--- src/rtl/l2_pool_sched.sv ---
// l2_pool_sched: 2x2 max-pooling readout sequencer for the layer-2 pool line buffers.
// Reads line0/line1 column pairs, reduces each 2x2 window to its maximum and streams
// COLS/2 results per line pair over a valid/ready handshake.
// Optional feature macro: POOL_ODD_ROW_EN (pool the frame's final single-line row 1x2
// from line0 only); when undefined that row produces no reads and no outputs.
module l2_pool_sched #(
    parameter int COLS = 12,
    parameter int DW   = 8
) (
    input  logic          clk,
    input  logic          rstn,
    input  logic          ConvValid_i,
    input  logic          PairReady_i,
    input  logic          RsZero_i,
    output logic          RdEn_o,
    output logic [3:0]    RdAddr_o,
    input  logic [DW-1:0] Line0Data_i,
    input  logic [DW-1:0] Line1Data_i,
    output logic [DW-1:0] PoolData_o,
    output logic          PoolValid_o,
    input  logic          PoolReady_i,
    output logic [3:0]    RowIdx_o,
    output logic          Busy_o,
    output logic          FrameDone_o,
    output logic          Overrun_o
);

    localparam int NPOOL = COLS / 2;
    localparam int KW    = (NPOOL > 1) ? $clog2(NPOOL) : 1;
    localparam logic [KW-1:0] K_LAST = KW'(NPOOL - 1);

    typedef enum logic [2:0] {
        IDLE    = 3'd0,
        RD_EVEN = 3'd1,
        RD_ODD  = 3'd2,
        CMP     = 3'd3,
        HOLD    = 3'd4
    } state_t;

    state_t        state_r;
    logic [KW-1:0] kCnt_r;
    logic [3:0]    rowIdx_r;
    logic          lastPair_r;
    logic [DW-1:0] acc_r;
    logic [DW-1:0] poolData_r;
    logic          poolValid_r;
    logic          frameDone_r;
    logic          overrun_r;

    logic          rdEn_s;
    logic [3:0]    rdAddr_s;
    logic [DW-1:0] line1Eff_s;
    logic [DW-1:0] colMax_s;

    // Unsigned maximum of two pixels.
    function automatic logic [DW-1:0] maxOf(input logic [DW-1:0] a, input logic [DW-1:0] b);
        return (a > b) ? a : b;
    endfunction

    // Read strobe and column address decoded straight from state and column-pair counter.
    always_comb begin
        rdEn_s   = 1'b0;
        rdAddr_s = 4'd0;
        case (state_r)
            RD_EVEN: begin
                rdEn_s   = 1'b1;
                rdAddr_s = 4'({kCnt_r, 1'b0});
            end
            RD_ODD: begin
                rdEn_s   = 1'b1;
                rdAddr_s = 4'({kCnt_r, 1'b1});
            end
            default: begin
                rdEn_s   = 1'b0;
                rdAddr_s = 4'd0;
            end
        endcase
    end

    // Column maximum of the returning read data; the single-line final row has no line1.
    always_comb begin
        line1Eff_s = Line1Data_i;
        if (lastPair_r) begin
            line1Eff_s = {DW{1'b0}};
        end else begin
            line1Eff_s = Line1Data_i;
        end
        colMax_s = maxOf(Line0Data_i, line1Eff_s);
    end

    // Pooling FSM with counters, result register and status flags.
    always_ff @(posedge clk or negedge rstn) begin
        if (!rstn) begin
            state_r     <= IDLE;
            kCnt_r      <= '0;
            rowIdx_r    <= 4'd0;
            lastPair_r  <= 1'b0;
            acc_r       <= '0;
            poolData_r  <= '0;
            poolValid_r <= 1'b0;
            frameDone_r <= 1'b0;
            overrun_r   <= 1'b0;
        end else if (!ConvValid_i) begin
            // Layer disabled: abandon any pair in flight and clear row/status state.
            state_r     <= IDLE;
            kCnt_r      <= '0;
            rowIdx_r    <= 4'd0;
            lastPair_r  <= 1'b0;
            poolValid_r <= 1'b0;
            frameDone_r <= 1'b0;
            overrun_r   <= 1'b0;
        end else begin
            frameDone_r <= 1'b0;
            // A pair arriving while a pair is in flight is dropped but remembered.
            if (PairReady_i && (state_r != IDLE)) begin
                overrun_r <= 1'b1;
            end
            case (state_r)
                IDLE: begin
                    if (PairReady_i) begin
                        kCnt_r <= '0;
`ifdef POOL_ODD_ROW_EN
                        lastPair_r <= RsZero_i;
                        state_r    <= RD_EVEN;
`else
                        lastPair_r <= 1'b0;
                        if (RsZero_i) begin
                            // Final single-line row is skipped: just close the frame.
                            frameDone_r <= 1'b1;
                            rowIdx_r    <= 4'd0;
                            state_r     <= IDLE;
                        end else begin
                            state_r <= RD_EVEN;
                        end
`endif
                    end
                end
                RD_EVEN: begin
                    state_r <= RD_ODD;
                end
                RD_ODD: begin
                    acc_r   <= colMax_s;
                    state_r <= CMP;
                end
                CMP: begin
                    poolData_r  <= maxOf(acc_r, colMax_s);
                    poolValid_r <= 1'b1;
                    state_r     <= HOLD;
                end
                HOLD: begin
                    if (PoolReady_i) begin
                        poolValid_r <= 1'b0;
                        if (kCnt_r != K_LAST) begin
                            kCnt_r  <= kCnt_r + KW'(1);
                            state_r <= RD_EVEN;
                        end else begin
                            kCnt_r     <= '0;
                            lastPair_r <= 1'b0;
                            state_r    <= IDLE;
                            if (lastPair_r) begin
                                frameDone_r <= 1'b1;
                                rowIdx_r    <= 4'd0;
                            end else begin
                                rowIdx_r <= rowIdx_r + 4'd1;
                            end
                        end
                    end
                end
                default: begin
                    state_r     <= IDLE;
                    kCnt_r      <= '0;
                    poolValid_r <= 1'b0;
                end
            endcase
        end
    end

    assign RdEn_o      = rdEn_s;
    assign RdAddr_o    = rdAddr_s;
    assign PoolData_o  = poolData_r;
    assign PoolValid_o = poolValid_r;
    assign RowIdx_o    = rowIdx_r;
    assign Busy_o      = (state_r != IDLE);
    assign FrameDone_o = frameDone_r;
    assign Overrun_o   = overrun_r;

endmodule

--- config.mk ---
export PLATFORM = sky130hd
export DESIGN_NAME = l2_pool_sched
export DESIGN_NICKNAME = d
export VERILOG_FILES = /design/src/rtl/l2_pool_sched.sv
export SDC_FILE = /design/constraint.sdc
export NUM_CORES = 1
export LEC_CHECK = 0
export BUFFER_PORTS_ARGS = -buffer_cell sky130_fd_sc_hd__buf_2
export CAP_MARGIN = 20
export CORE_AREA = 2 2 85 87
export DETAILED_ROUTE_END_ITERATION = 16
export DIE_AREA = 0 0 87 89
export SLEW_MARGIN = 5
export SYNTH_ARGS = -nofsm -noshare
export SYNTH_HDL_FRONTEND = slang
export SYNTH_SLANG_ARGS = --single-unit
--- constraint.sdc ---
create_clock -name clk -period 4 [get_ports clk]
set_input_delay 1 -clock clk [delete_from_list [all_inputs] [get_ports clk]]
set_output_delay 1 -clock clk [all_outputs]
set_load 0.01 [all_outputs]
==> flow_summary.ini <==
[global_route]
use_met3 = 0.0314
grt-busiest-layer = met2
grt_antenna_before_repair = 0
grt_pass1_vias = 1594
grt_max_degree = 30
grt-ovfl-total = 0
track_usage = 0.124
grt_util_met1 = 0.165
met2_usage = 0.203
grt_first_pass_wirelength_mm = 7.57

[place]
place_ws_ps = 71.4
dp_hpwl_mm = 3.41
port_buffers = 42
gp_congestion = 0.796
dp.cells = 333

[setup_path]
critPathKind = in -> reg
slowest_delay_ps = 300
cp-end-kind = flip-flop
cp.arrival_ps = 3930
cpLargestDelayFamily = compound AO/OA/AOI/OAI gates
start_kind = input pin
critPathMostFrequentCell = ha_1
slowest_stage = ha_1
worstPathCellList = buf_2 > inv_1 > ha_1 > nor2b_1 > o211ai_1 > a211o_1 > and2_4 > o21a_4 > ha_1 > and4b_1 > a211oi_1 > o21ai_1 > and2_1 > a21oi_1 > a22o_1
path_max_fanout = 16
crit_required_ps = 4210
worst-path-buf-inv = 2

[synth]
synth_top_area_share = 0.364
syn-instance-count = 218
yosysUniqueCellTypes = 42
yosys_warnings = 0
synth-seq-cells = 29
synthArstFlopShare = 1.00
synth-main-ff-cell = dfrtp_1
synth-edff-count = 0
synthSimpleGateAreaFrac = 0.162
synth_mux_area_frac = 0.0163
syn_area_per_cell_um2 = 9.15
yosys.area.top_type = dfrtp_1
synth_top_family_by_area = compound AO/OA/AOI/OAI gates
synth_area_um2 = 1990
ys_top_cells_by_area = dfrtp_1, ha_1, o21a_4
synth_nets = 257
synth_compound_area_frac = 0.265
synth_fa_ha_area_frac = 0.107
synthXorXnorAreaFrac = 0.00439
ys_seq_area_frac = 0.364

[clock_network]
post_cts_buffers = 0
path_clk_slew_ps = 60
clock_latency_ps = 280
cts_tree = yes
cts_sinks = 29
cts.path.max_buffers = 2
cts_resized = 0
root_buffer = clkbuf_8
cts_buffers = 5
ctsHoldBuffers = 0
htree_levels = 2

[timing]
fin_skew_ps = 4.41
finalCritPeriodShare = 0.928
fin_crit_ps = 3710
fmax_ghz = 0.269
tightestPinTransition_ps = 882
rsz0062_at_grt = false
hold_slack_ps = 494
hold_viol = 0
finalSetupViolCount = 0
slew-limit-headroom = 0.410
finalMaxSlewViolations = 0
fin_tns_setup_ps = 0
worst_slack_ps = 287

[pwr]
powerDensity_nw_per_um2 = 479
total_power_mw = 1.12
ir_worst_vdd_mv = 0.137
leakagePower_nw = 1.17

[worst_hold_path]
hp-class = reg -> reg

[detailed_routing]
dr_total_vias = 1667
antenna_left = 0
route.detailed.drc = 0
initialDrtViolationCount = 55
viasPerCell = 4.89
wl_mm = 4.37
wl_per_cell_um = 12.8
dr.pass1.iters = 4

[die]
die_y_um = 89
dieArea_um2 = 7740
io_pins = 43
start_util = 0.297
core.rowCount = 30
coreArea_um2 = 6720
die_x_um = 87

[cells_and_area]
fillers = 706
final_cells = 341
antenna_cells = 0
area_growth_pct = 17.4
nets = 299
final_layout_size_suffix_gt1_frac = 0.268

[run]
drv_cap = 0

[outcome]
outcome = complete, no violations
layout make-up:
cell class / count / area (um2) / area share
Inverter: 26 / 97.6 / 0.0417
Clock buffer: 8 / 80.1 / 0.0342
Multi-Input combinational cell: 153 / 1110 / 0.472
Sequential cell: 29 / 726 / 0.310
Timing Repair Buffer: 45 / 233 / 0.0994
Tap cell: 80 / 100 / 0.0427
synth_stat cells, types with 3 or more instances:
library cell,n
dfrtp_1,29
inv_1,26
a21oi_1,18
nor2_1,18
ha_1,17
nand3_1,11
o211ai_1,9
a22o_1,8
nand2_1,8
o21ai_0,8
a21oi_2,7
o21a_4,7
clkbuf_1,5
nand4_1,5
nor3_1,4
o21ai_1,4
and2_1,3
nand2b_1,3
cells by family (layout without fill, tap and decap cells):
| logic type | after synthesis | in the layout |
|---|---|---|
| mux | 3 | 3 |
| simple gates | 62 | 62 |
| xor+xnor | 1 | 1 |
| compound gates | 70 | 70 |
| flops | 29 | 29 |
| fa+ha+maj | 17 | 17 |
| buf+inv | 36 | 79 |
worst paths after layout:
path	from	endpoint	slack (ps)	cells past startpoint
setup / recovery	Line1Data_i[1]	PoolData_o[4]	290	15
hold / removal	RowIdx_o[2]	RowIdx_o[2]	490	1
setup reg to reg	acc_r[2]	PoolData_o[4]	1950	7
hold reg to reg	RowIdx_o[2]	RowIdx_o[2]	490	1
max in group asynchronous	rstn	acc_r[1]	2830	1
min in group asynchronous	rstn	kCnt_r[2]	750	1
per-layer routing:
metal  part of all wire  vias up
met1               0.50      754
li1                   -      858
met4              0.012        0
met2               0.44       48
met3              0.052        7
met5                  0        -
registers in the layout, indices dropped and copies added, names as in the netlist:
signal / flops
PoolData_o: 8
RowIdx_o: 4
FrameDone_o: 1
kCnt_r: 3
acc_r: 8
state_r: 3
Overrun_o: 1
PoolValid_o: 1
report_power, final:
part | internal [mW] | switching (mW)
clock network | 0.123 | 0.105
registers | 0.366 | 0.0538
logic | 0.206 | 0.267
worst register-to-register path, cell delays in order, from the launching register on:
cell and delay [ps]:
dfrtp_1 400, ha_1 340, and4b_1 220, a211oi_1 260
o21ai_1 110, and2_1 260, a21oi_1 220, a22o_1 190
stage by stage:
step,utilization,cell area [um2]
after global placement,0.337,2260
after global routing,0.349,2340
after CTS,0.349,2340
final,0.349,2340
after floorplan,-,1990
after detailed placement,0.337,2260
cell usage in the layout (no fill, tap or decap), types with 2 or more instances in the layout:
cell type  Yosys  final
o21ai_0        8      8
nand2_1        8      8
o21a_4         7      7
buf_2          1     42
inv_1         26     26
nor2_1        18     18
o21ai_1        4      4
ha_1          17     17
nand3_1       11     11
a21oi_1       18     18
nor3_1         4      4
a22o_1         8      8
dfrtp_1       29     29
buf_4          0      3
nor2b_1        2      2
clkbuf_1       5      3
o211ai_1       9      9
nand2b_1       3      3
clkbuf_8       0      5
mux2_2         2      2
a21oi_2        7      7
nand4_1        5      5
and4b_1        2      2
and2_1         3      3
Note: power is estimated with default switching activity, not from simulation.
